## src/rtl/tdm_mux_8to1_seq.sv

```systemverilog
// Sequential 8:1 TDM serialiser: captures 8 channels, emits one per slot on y with slot index s.
// Optional parity output p when TDM_MUX_PARITY_EN is defined.
module tdm_mux_8to1_seq #(
    parameter int WIDTH       = 1,
    parameter int SLOT_CYCLES = 1
) (
    input  logic               clk,
    input  logic               rst,
    input  logic               en,
    input  logic               load,
    input  logic [8*WIDTH-1:0] i,
    output logic [WIDTH-1:0]   y,
    output logic [2:0]         s,
    output logic               y_valid,
    output logic               frame_start,
    output logic               busy
`ifdef TDM_MUX_PARITY_EN
    ,
    output logic               p
`endif
);

    localparam int CW = (SLOT_CYCLES > 1) ? $clog2(SLOT_CYCLES) : 1;
    localparam logic [CW-1:0] CNT_LAST = CW'(SLOT_CYCLES - 1);

    typedef enum logic {IDLE, SEND} state_t;

    state_t             state, state_nx;
    logic [8*WIDTH-1:0] frame, frame_nx;
    logic [CW-1:0]      cnt, cnt_nx;
    logic [WIDTH-1:0]   y_nx;
    logic [2:0]         s_nx, s_inc;
    logic               y_valid_nx, frame_start_nx, busy_nx;
    logic               capture;
`ifdef TDM_MUX_PARITY_EN
    logic               p_nx;
`endif

    assign s_inc = s + 3'd1;

    always_comb begin
        state_nx       = state;
        frame_nx       = frame;
        cnt_nx         = cnt;
        y_nx           = y;
        s_nx           = s;
        y_valid_nx     = y_valid;
        busy_nx        = busy;
        frame_start_nx = 1'b0;
        capture        = 1'b0;
`ifdef TDM_MUX_PARITY_EN
        p_nx           = p;
`endif
        case (state)
            IDLE: begin
                if (load) begin
                    capture = 1'b1;
                end else begin
                    y_valid_nx = 1'b0;
                    busy_nx    = 1'b0;
                end
            end
            SEND: begin
                if (cnt != CNT_LAST) begin
                    cnt_nx = cnt + 1'b1;
                end else if (s != 3'd7) begin
                    s_nx   = s_inc;
                    y_nx   = frame[int'(s_inc)*WIDTH +: WIDTH];
                    cnt_nx = '0;
                end else if (load) begin
                    // last cycle of the frame: back-to-back recapture, no idle gap
                    capture = 1'b1;
                end else begin
                    state_nx   = IDLE;
                    y_valid_nx = 1'b0;
                    busy_nx    = 1'b0;
                    cnt_nx     = '0;
                end
            end
            default: state_nx = IDLE;
        endcase
        if (capture) begin
            state_nx       = SEND;
            frame_nx       = i;
            cnt_nx         = '0;
            s_nx           = 3'd0;
            y_nx           = i[WIDTH-1:0];
            y_valid_nx     = 1'b1;
            busy_nx        = 1'b1;
            frame_start_nx = 1'b1;
`ifdef TDM_MUX_PARITY_EN
            p_nx           = ^i;
`endif
        end
    end

    always_ff @(posedge clk) begin
        if (rst) begin
            state       <= IDLE;
            frame       <= '0;
            cnt         <= '0;
            y           <= '0;
            s           <= '0;
            y_valid     <= 1'b0;
            frame_start <= 1'b0;
            busy        <= 1'b0;
`ifdef TDM_MUX_PARITY_EN
            p           <= 1'b0;
`endif
        end else if (en) begin
            state       <= state_nx;
            frame       <= frame_nx;
            cnt         <= cnt_nx;
            y           <= y_nx;
            s           <= s_nx;
            y_valid     <= y_valid_nx;
            frame_start <= frame_start_nx;
            busy        <= busy_nx;
`ifdef TDM_MUX_PARITY_EN
            p           <= p_nx;
`endif
        end
    end

endmodule

```

## config.mk

```make
export PLATFORM = sky130hd
export DESIGN_NAME = tdm_mux_8to1_seq
export DESIGN_NICKNAME = d
export VERILOG_FILES = /design/src/rtl/tdm_mux_8to1_seq.sv
export SDC_FILE = /design/constraint.sdc
export NUM_CORES = 1
export LEC_CHECK = 0
export CORE_ASPECT_RATIO = 0.75
export CORE_MARGIN = 2
export CORE_UTILIZATION = 30
export CTS_CLUSTER_SIZE = 24
export DETAILED_ROUTE_END_ITERATION = 8
export DONT_BUFFER_PORTS = 1
export GPL_ROUTABILITY_DRIVEN = 0
export PLACE_DENSITY = 0.44
export SYNTH_ARGS = -nofsm -noshare
export SYNTH_HDL_FRONTEND = slang
export SYNTH_SLANG_ARGS = --single-unit
```

## constraint.sdc

```tcl
create_clock -name clk -period 1.9 [get_ports clk]
set_input_delay 0 -clock clk [delete_from_list [all_inputs] [get_ports clk]]
set_output_delay 0 -clock clk [all_outputs]
set_load 0.02 [all_outputs]
```

==> impl_metrics.json <==
{
  "combPwrFrac": 0.107,
  "drv_slew": 0,
  "drt-pass1-iter-count": 3,
  "cts_root_buf": "clkbuf_4",
  "start_util": 0.320,
  "ff2ff_path_depth": 6,
  "ant_nets": 0,
  "grt_use_total": 0.135,
  "final_nets": 105,
  "sw_frac_of_total": 0.242,
  "power_density_nw_per_um2": 760,
  "synth_area_leaders": "dfxtp_1, nand2_1, a21oi_1",
  "status": "finished, final reports clean",
  "cts_tree": "built",
  "antenna_found_initial": 0,
  "numCtsBuffers": 3,
  "synth_cells": 73,
  "ys_ff_latch": 16,
  "seq_power_share": 0.551,
  "drive_gt1_frac": 0.167,
  "die_area_um2": 2560,
  "synth_area_per_cell_um2": 8.91,
  "utilization": 0.430,
  "tightest_slew_ns": 0.598,
  "clk_latency_ns": 0.29,
  "setup_viol": 0,
  "avgRoutedWirePerCell_um": 13.5,
  "cts_buffer_depth": 2,
  "fin_crit_sh": 0.958,
  "crit_buf_inv": 0,
  "clk_pin_slew_ns": 0.10,
  "p_int_mw": 0.503,
  "cp_cell_sequence": "ha_4 > ha_4 > mux4_2 > mux2_2 > nand2_1 > a31oi_1",
  "cp_data_arrival_time_ns": 1.98,
  "ys_warn_count": 0,
  "fmax_mhz": 550,
  "worstSetupStartpoint": "s[0]$_SDFFE_PP0P_",
  "synth_cell_types": 17,
  "min_path_cells": 3,
  "min_path_type": "primary input to flop",
  "maxSlewHeadroom": 0.600,
  "row_count": 14,
  "min-delay-start": "en",
  "syn_area_um2": 651,
  "synth-seq-area-share": 0.492,
  "crit_path_end_kind": "flop",
  "synth_top_area_cell": "dfxtp_1",
  "cts_max_level": 1,
  "die_width_um": 57.8,
  "chipHeight_um": 44.3,
  "power_mw": 0.664,
  "cpMostUsedCell": "ha_4",
  "cap_violations": 0,
  "vias": 553,
  "crit_type": "flop to flop",
  "power.leakage_nw": 0.328,
  "power.switching_mw": 0.161,
  "required_ns": 2.06,
  "cpPeakStageDelay_ns": 0.50,
  "hold_viol_final": 0,
  "period_minus_slack_ns": 1.82,
  "n_antenna_cell": 0,
  "initialDrtViolationCount": 15,
  "path_depth": 6,
  "grt_overflow": 0,
  "worst_setup_path_start_kind": "flop",
  "skew_ns": 0.00202,
  "r2r-start": "s[0]$_SDFFE_PP0P_",
  "routed_wl_um": 1530,
  "grt_pass1_vias": 523,
  "area_growth_pct": 34.2,
  "grt_max_degree": 17,
  "synth_nets": 87,
  "crit_family": "multiplexers",
  "io_pins": 19,
  "dpl.hpwl_um": 1040,
  "post_drt_via_cell_ratio": 4.85,
  "core_area_um2": 2030,
  "grt_pass1_wl_um": 2520,
  "crit_fanout": 3,
  "ir_worst_vdd_mv": 0.390,
  "port_buffers": 0,
  "numClockSinks": 16,
  "crit_slowest_cell": "mux4_2",
  "drcViolationCount": 0,
  "synth_top_cell_area_share": 0.492,
  "fill_cells": 215,
  "clkPwrFrac": 0.342
}
cell type report:
| type | instances | area, µm² | share of cell area |
|---|---|---|---|
| timing repair buffer | 15 | 140 | 0.160 |
| multi-input combinational | 55 | 344 | 0.394 |
| sequential | 16 | 323 | 0.370 |
| tap | 24 | 30.0 | 0.0344 |
| clock buffer | 4 | 36.3 | 0.0415 |
path summary, 6_finish.rpt:
| check | end | slack [ns] |
|---|---|---|
| max | y$_SDFFE_PP0P_ | 0.08 |
| min | y$_SDFFE_PP0P_ | 0.06 |
| max reg2reg | y$_SDFFE_PP0P_ | 0.08 |
| min reg2reg | frame[4]$_SDFFE_PP0P_ | 0.46 |
power groups by stage:
stage | logic [mW] | registers (mW) | clock network (mW)
final | 0.0713 | 0.365 | 0.227
after global routing | 0.0817 | 0.368 | 0.251
after CTS | 0.0707 | 0.365 | 0.236
after detailed placement | 0.0460 | 0.372 | 0
after global placement | 0.0449 | 0.373 | 0
after floorplan | 0.0387 | 0.372 | 0
cell families after synthesis:
| group | share of synthesized area |
|---|---|
| adders and majority gates | 0.0385 |
| muxes | 0.113 |
| AOI/OAI and AO/OA | 0.133 |
| DFF | 0.492 |
| buffers and inverters | 0.0115 |
| and+or+nand+nor | 0.212 |
routing by layer:
layer / part of all wire / GRT usage
met5: 0 / 0
met4: 0.0085 / 0.0419
met3: 0.063 / 0.0585
met2: 0.42 / 0.198
met1: 0.51 / 0.181
cells in the mapped netlist:
library cell	number
a21oi_1	12
a22oi_1	2
a31oi_1	1
and2_1	1
clkbuf_1	2
dfxtp_1	16
ha_1	2
mux2_2	1
mux2i_1	1
mux4_1	2
nand2_1	22
nand2b_1	2
nand3_1	1
nor2_1	5
nor2_2	1
nor2b_1	1
o21ai_0	1
flip-flops by register name, indices dropped and copies added (netlist names):
name         flops
frame            8
s                3
busy             1
frame_start      1
state            1
y                1
y_valid          1
tightest hold or removal path: stages:
cell     delay, ns
and2_1        0.16
nand2_1       0.07
a31oi_1       0.07
per-stage QoR:
step | instances | cell area, µm² | TNS, ns | worst slack [ns] | hold WS, ns
after floorplan | 73 | 666 | 0 | 0.00828 | 0.136
after CTS | 113 | 853 | 0 | 0.000435 | 0.0511
final | 114 | 873 | 0 | 0.0807 | 0.0625
after global routing | 114 | 873 | -0.00561 | -0.00561 | 0.0900
after global placement | 98 | 711 | 0 | 0.0529 | 0.0685
after detailed placement | 98 | 711 | -0.0101 | -0.0101 | 0.0698
timing repair:
| item | CTS | global route |
|---|---|---|
| hold endpoints to repair | 16 | 0 |
| pin swaps | 0 | 1 |
| hold buffers | 11 | 0 |
| setup endpoints to repair | 1 | 1 |
| setup buffers | 0 | 1 |
| gates resized for setup | 1 | 2 |
cell usage in the layout, fill, tap and decap left out, drive strengths merged:
cell type	n
nand2b	2
dfxtp	16
nor2b	1
o21ai	1
nor2	6
clkbuf	4
nand2	22
and2	1
mux4	2
dlygate4sd3	11
ha	2
buf	4
a22oi	2
mux2	1
a21oi	12
a31oi	1
mux2i	1
nand3	1
Note: power is estimated with default switching activity, not from simulation.
